**src/rtl/fp_pkg.sv**
```systemverilog
// Shared constants and special-value encoders for the FP multiplier output finaliser.
// The FP_EXC_FLAGS_EN macro (consumed in fp_special_out) enables the sticky exception flags.
package fp_pkg;

  localparam int unsigned EXP_W_DEF = 8;
  localparam int unsigned MAN_W_DEF = 23;

  // Encoders build words at this width; callers truncate to their own word size.
  localparam int unsigned MAX_W = 128;

  localparam int unsigned FLG_W  = 3;
  localparam int unsigned FLG_NV = 2;
  localparam int unsigned FLG_OF = 1;
  localparam int unsigned FLG_UF = 0;

  typedef logic [MAX_W-1:0] fp_word_t;

  function automatic fp_word_t fp_exp_ones(input int unsigned exp_w, input int unsigned man_w);
    return ((MAX_W'(1) << exp_w) - MAX_W'(1)) << man_w;
  endfunction

  function automatic fp_word_t fp_qnan(input int unsigned exp_w, input int unsigned man_w);
    return fp_exp_ones(exp_w, man_w) | (MAX_W'(1) << (man_w - 1));
  endfunction

  function automatic fp_word_t fp_inf(input logic sign, input int unsigned exp_w,
                                      input int unsigned man_w);
    return (MAX_W'(sign) << (exp_w + man_w)) | fp_exp_ones(exp_w, man_w);
  endfunction

  function automatic fp_word_t fp_zero(input logic sign, input int unsigned exp_w,
                                       input int unsigned man_w);
    return MAX_W'(sign) << (exp_w + man_w);
  endfunction

endpackage

```
**src/rtl/fp_skid_buf.sv**
```systemverilog
// Generic W-bit two-entry valid/ready skid buffer; in_ready depends only on local state.
module fp_skid_buf #(
  parameter int unsigned W = 32
) (
  input  logic         clk,
  input  logic         rst_n,
  input  logic         i_valid,
  output logic         o_ready,
  input  logic [W-1:0] i_data,
  output logic         o_valid,
  input  logic         i_ready,
  output logic [W-1:0] o_data
);

  logic [W-1:0] r_main, r_skid;
  logic         r_main_v, r_skid_v, r_in_ready;
  logic [W-1:0] w_main_n, w_skid_n;
  logic         w_main_v_n, w_skid_v_n;
  logic         w_acc, w_drain;

  assign w_acc   = i_valid & r_in_ready;
  assign w_drain = r_main_v & i_ready;

  // Main feeds the output; skid only fills while main is stalled.
  always_comb begin
    w_main_n   = r_main;
    w_main_v_n = r_main_v;
    w_skid_n   = r_skid;
    w_skid_v_n = r_skid_v;
    if (!r_main_v) begin
      if (w_acc) begin
        w_main_n   = i_data;
        w_main_v_n = 1'b1;
      end
    end else if (w_drain) begin
      if (r_skid_v) begin
        w_main_n   = r_skid;
        w_skid_v_n = 1'b0;
      end else if (w_acc) begin
        w_main_n = i_data;
      end else begin
        w_main_v_n = 1'b0;
      end
    end else if (w_acc) begin
      w_skid_n   = i_data;
      w_skid_v_n = 1'b1;
    end
  end

  always_ff @(posedge clk or negedge rst_n) begin
    if (!rst_n) begin
      r_main     <= '0;
      r_skid     <= '0;
      r_main_v   <= 1'b0;
      r_skid_v   <= 1'b0;
      r_in_ready <= 1'b1;
    end else begin
      r_main     <= w_main_n;
      r_skid     <= w_skid_n;
      r_main_v   <= w_main_v_n;
      r_skid_v   <= w_skid_v_n;
      r_in_ready <= ~w_skid_v_n;
    end
  end

  assign o_ready = r_in_ready;
  assign o_valid = r_main_v;
  assign o_data  = r_main;

endmodule

```
**src/rtl/fp_special_out.sv**
```systemverilog
// Exception finaliser: forces qNaN / signed Inf / signed zero, then buffers through a skid stage.
// Define FP_EXC_FLAGS_EN to build the sticky {NV, OF, UF} flag register and flag_clr logic.
module fp_special_out
  import fp_pkg::*;
#(
  parameter int unsigned EXP_W = EXP_W_DEF,
  parameter int unsigned MAN_W = MAN_W_DEF
) (
  input  logic                   clk,
  input  logic                   rst_n,
  input  logic                   in_valid,
  output logic                   in_ready,
  input  logic                   nan,
  input  logic                   inf,
  input  logic                   zer,
  input  logic                   ovf,
  input  logic                   unf,
  input  logic [EXP_W+MAN_W:0]   Z,
  output logic                   out_valid,
  input  logic                   out_ready,
  output logic [EXP_W+MAN_W:0]   fp_Z,
  input  logic                   flag_clr,
  output logic [FLG_W-1:0]       flags
);

  localparam int unsigned W = 1 + EXP_W + MAN_W;

  logic [W-1:0] w_sel;

  // First match wins: NaN, then Inf/overflow, then zero/underflow (flush-to-zero).
  always_comb begin
    w_sel = Z;
    if (nan) begin
      w_sel = W'(fp_qnan(EXP_W, MAN_W));
    end else if (inf || ovf) begin
      w_sel = W'(fp_inf(Z[W-1], EXP_W, MAN_W));
    end else if (zer || unf) begin
      w_sel = W'(fp_zero(Z[W-1], EXP_W, MAN_W));
    end
  end

  fp_skid_buf #(
    .W (W)
  ) u_skid (
    .clk     (clk),
    .rst_n   (rst_n),
    .i_valid (in_valid),
    .o_ready (in_ready),
    .i_data  (w_sel),
    .o_valid (out_valid),
    .i_ready (out_ready),
    .o_data  (fp_Z)
  );

`ifdef FP_EXC_FLAGS_EN
  logic             w_acc;
  logic [FLG_W-1:0] w_set;
  logic [FLG_W-1:0] r_flags;

  assign w_acc = in_valid & in_ready;

  always_comb begin
    w_set         = '0;
    w_set[FLG_NV] = w_acc & nan;
    w_set[FLG_OF] = w_acc & ovf & ~nan;
    w_set[FLG_UF] = w_acc & unf & ~nan & ~inf & ~ovf;
  end

  // A same-cycle set beats the clear for that bit only.
  always_ff @(posedge clk or negedge rst_n) begin
    if (!rst_n) begin
      r_flags <= '0;
    end else if (flag_clr) begin
      r_flags <= w_set;
    end else begin
      r_flags <= r_flags | w_set;
    end
  end

  assign flags = r_flags;
`else
  logic w_unused_flag_clr;

  assign w_unused_flag_clr = flag_clr;
  assign flags             = '0;
`endif

endmodule

```
**config.mk**
```make
export PLATFORM = sky130hd
export DESIGN_NAME = fp_special_out
export DESIGN_NICKNAME = d
export VERILOG_FILES = /design/src/rtl/fp_pkg.sv /design/src/rtl/fp_skid_buf.sv /design/src/rtl/fp_special_out.sv
export SDC_FILE = /design/constraint.sdc
export NUM_CORES = 1
export LEC_CHECK = 0
export ABC_CLOCK_PERIOD_IN_PS = 2300
export CORE_ASPECT_RATIO = 1.25
export CORE_MARGIN = 10
export CORE_UTILIZATION = 25
export DETAILED_ROUTE_END_ITERATION = 16
export HOLD_SLACK_MARGIN = 0.1
export PLACE_DENSITY = 0.5
export SYNTH_ARGS = -nofsm -noshare
export SYNTH_HDL_FRONTEND = slang
export SYNTH_HIERARCHICAL = 1
export SYNTH_SLANG_ARGS = --single-unit
```
**constraint.sdc**
```tcl
create_clock -name clk -period 2.3 [get_ports clk]
set_clock_uncertainty 0.1 [all_clocks]
set_input_delay 0.46 -clock clk [delete_from_list [all_inputs] [get_ports clk]]
set_output_delay 0.46 -clock clk [all_outputs]
set_load 0.005 [all_outputs]
```
==> summary.md <==
| Metric | Value |
|---|---|
| GPL Wtd Cong | ~0.69 |
| Count of final hold-check violations | 0 |
| Status | completed |
| Clock H-tree levels | 3 |
| Initial antenna violation count | 0 |
| Flip-flop and latch area | about 1700 um2 |
| Mapped Area | 3468 um2 |
| Slowest cell on crit path | or3_1 |
| Ports | between 70 and 80 |
| VDD IR max | 0.6218 mV |
| First-pass GRT wire length | around 14000 um |
| Most Crowded Layer GR | met2 |
| Switching share of power | 0.2698 |
| Post CTS Setup Buffer Count | 0 |
| Final Util | 0.3464 |
| Pleak | 2.272 nW |
| Area after DPL | 4438 um2 |
| Cells on worst reg2reg path | 4 |
| Clock sinks | 67 |
| Crit path capture type | flip-flop |
| RR Endpoint | u_skid/o_data[19] |
| Clock Path Buffers | 2 |
| Top_reg_cell synth | dfrtp_1 |
| Iteration count of the initial detailed-routing pass | 4 |
| Post-synthesis area per instance | between 15 and 20 um2 |
| Initial Utilization | 0.2533 |
| Via Count | ~2100 |
| Worst-Skew Late Latency | approximately 0.32 ns |
| GR Util met1 | 0.1088 |
| Internal Power | between 0.003 and 0.004 W |
| GRT met2 Usage | 0.1450 |
| Crit share post-route | 0.9056 |
| Max_slew headroom | 0.5542 |
| Vias in the first global route | 2488 |
| Fin crit period | between 2 and 2.5 ns |
| Max_cap viols | 0 |
| Pwr dens | between 900 and 1000 nW/um2 |
| RSZ-0062 raised after global routing | false |
| YS warnings | 6 |
| Root Buffer | clkbuf_16 |
| Die height | about 150 um |
| Sequential power share | 0.363 |
| Antenna Diode Count | 0 |
| DRT antenna net count | 0 |
| Dpl hpwl | 5470 um |
| Hold Path Depth | 1 |
| Die area | about 19000 um2 |
| Crit-path cells | clkdlybuf4s50_1 > or3_1 > a21o_1 > mux2_1 > mux2_4 |
| GR Layer Usage met3 | 0.03237 |
| Fraction of registers with async set or reset after synthesis | 1.000 |
| Filler cells | 1372 |
| CTS resizes | 0 |
| CTS tree | done |
| Maximum clock frequency | ~0.48 GHz |
| Slew @ Worst Pin | approximately 0.67 ns |
| Slew Limit Fails | 0 |
| Startpoint types | input port |
| Fin nets | around 350 |
| Final setup fails | 0 |
| Post-Layout Inst Area | 4743 um2 |
| Clock slew at reported path FFs | about 0.05 ns |
| WP data required | ~2.4 ns |
| Area Overhead vs Synth | 36.76% |
| Most common cell after layout, fill and taps aside | clkdlybuf4s50_1 |
| Synth Register Bits | 67 |
| FF-to-FF setup slack | roughly 0.48 ns |
| Post-synth EDFFs | 0 |
| Worst R2R Start | u_skid/o_valid |
| CP arrival | between 2 and 2.5 ns |
| Commonest cells after routing, fill and taps aside | 73 x clkdlybuf4s50_1, 66 x dfrtp_1, 60 x mux2_4 |
| Clock share of power | 0.322 |
| DRT Wirelength | just over 8000 um |
| HP Start | u_skid/r_skid[5] |
| Hold WC Path Type | reg2reg |
| Family with the most delay on the worst path | multiplexers |
| Area of the multi-input gates | around 1600 um2 |
| Max incr delay on CP | ~0.53 ns |
| Core Area | between 10000 and 15000 um2 |
| Largest net degree at the start of global routing | 68 |
| Routed WL per cell | ~17 um |
| Logic pwr share | 0.315 |
| Layout cells sized above 1 | 0.3259 |
| Sw Pwr | ~0.0012 W |
| Cell Rows | 48 |
| Drt drc | 0 |
| Total grt overflow | 0 |
| Seq/Total Area, Yosys | 0.4838 |
| Critical path class | in2reg |
| Post-synth cell types | 25 |
| First DRT Iteration DRCs | 87 |
| Via density | 4.291 |
| Post-Syn Instances | approximately 230 |
| CP Max Fanout | 8 |
| Fin Setup TNS | 0 ns |
| Hold EP | u_skid/r_skid[5] |
| Die width | around 130 um |
| CTS Buf Count | 9 |
| Global Route Usage Sum | 0.08985 |
| Crit path buf inv count | 1 |
| Port-buffer cells | 74 |
[synth_stat cells, types with 2 or more instances]
master    count  area, um2
dfrtp_1      66       1652
mux2_4       60      900.9
mux2_1       28      315.3
and3_1       22      137.6
buf_6        10      112.6
a21o_1        8      60.06
mux2_2        8      90.09
clkbuf_1      4      15.01
buf_4         3      22.52
nand2_1       3      11.26
inv_1         2      7.510
nor2_1        2      7.510
[cells by family after synthesis]
logic type / after synthesis / synth area share
AO/OA/AOI/OAI: 12 / 0.02886
flip-flops: 67 / 0.4838
multiplexers: 96 / 0.3766
buffers and inverters: 20 / 0.04690
other: 1 / 0.001081
AND/OR/NAND/NOR: 33 / 0.06277
[per-stage QoR]
step                      hold slack, ns  instances  power [W]  setup slack (ns)
after global routing              0.4186        491   0.004546            0.1603
final                             0.4044        491   0.004277            0.2171
after global placement            0.3832        475   0.002937           -0.1128
after floorplan                  0.06441        231   0.002439            0.4302
after CTS                         0.4027        491   0.004383            0.2153
after detailed placement          0.3879        475   0.002955           -0.1260
[registers in the layout, indices dropped and copies added (netlist names), named ones only]
register / count
u_skid/o_data: 32
u_skid/o_ready: 1
u_skid/o_valid: 1
u_skid/r_skid: 32
[worst max-delay path by stage]
stage               start                 to  slack [ns]  cells after the start
floorplan             ovf  u_skid/o_data[26]        0.43                      5
global placement      ovf  u_skid/o_data[23]       -0.11                      5
detailed placement    ovf  u_skid/o_data[24]       -0.13                      5
CTS                   ovf  u_skid/o_data[24]        0.22                      5
global route          ovf  u_skid/o_data[27]        0.16                      5
finish                ovf  u_skid/o_data[24]        0.22                      5
[cell type report]
type / count / share of cell area
well taps: 175 / 0.04616
clock inverters: 2 / 0.007386
multi-input cells: 144 / 0.3453
clock buffers: 13 / 0.05487
repair buffers: 88 / 0.1910
inverters: 2 / 0.001583
flip-flops and latches: 67 / 0.3537
[power by group through the flow]
stage / registers (W) / logic [W] / clock network [W]
global route: 0.00159 / 0.00146 / 0.00150
CTS: 0.00156 / 0.00139 / 0.00144
detailed placement: 0.00157 / 0.00138 / 0
finish: 0.00155 / 0.00135 / 0.00138
floorplan: 0.00155 / 0.000886 / 0
global placement: 0.00156 / 0.00137 / 0
[repair_timing]
| action | CTS | global route |
|---|---|---|
| setup endpoints to repair | 0 | 0 |
| endpoints found under the hold margin | 66 | 0 |
| hold buffers | 1 | 0 |
[routing by layer]
layer,vias to the layer above,share of wire
met2,49,0.48
met3,7,0.059
met1,1072,0.45
li1,979,-
met5,-,0
met4,0,0.013
[worst register-to-register path: stages, from the launching register on]
cell and delay, ns:
dfrtp_1 0.44, nand2_4 0.29, buf_4 0.25, mux2_1 0.36, mux2_4 0.26
(Power assumes the default switching activity.)
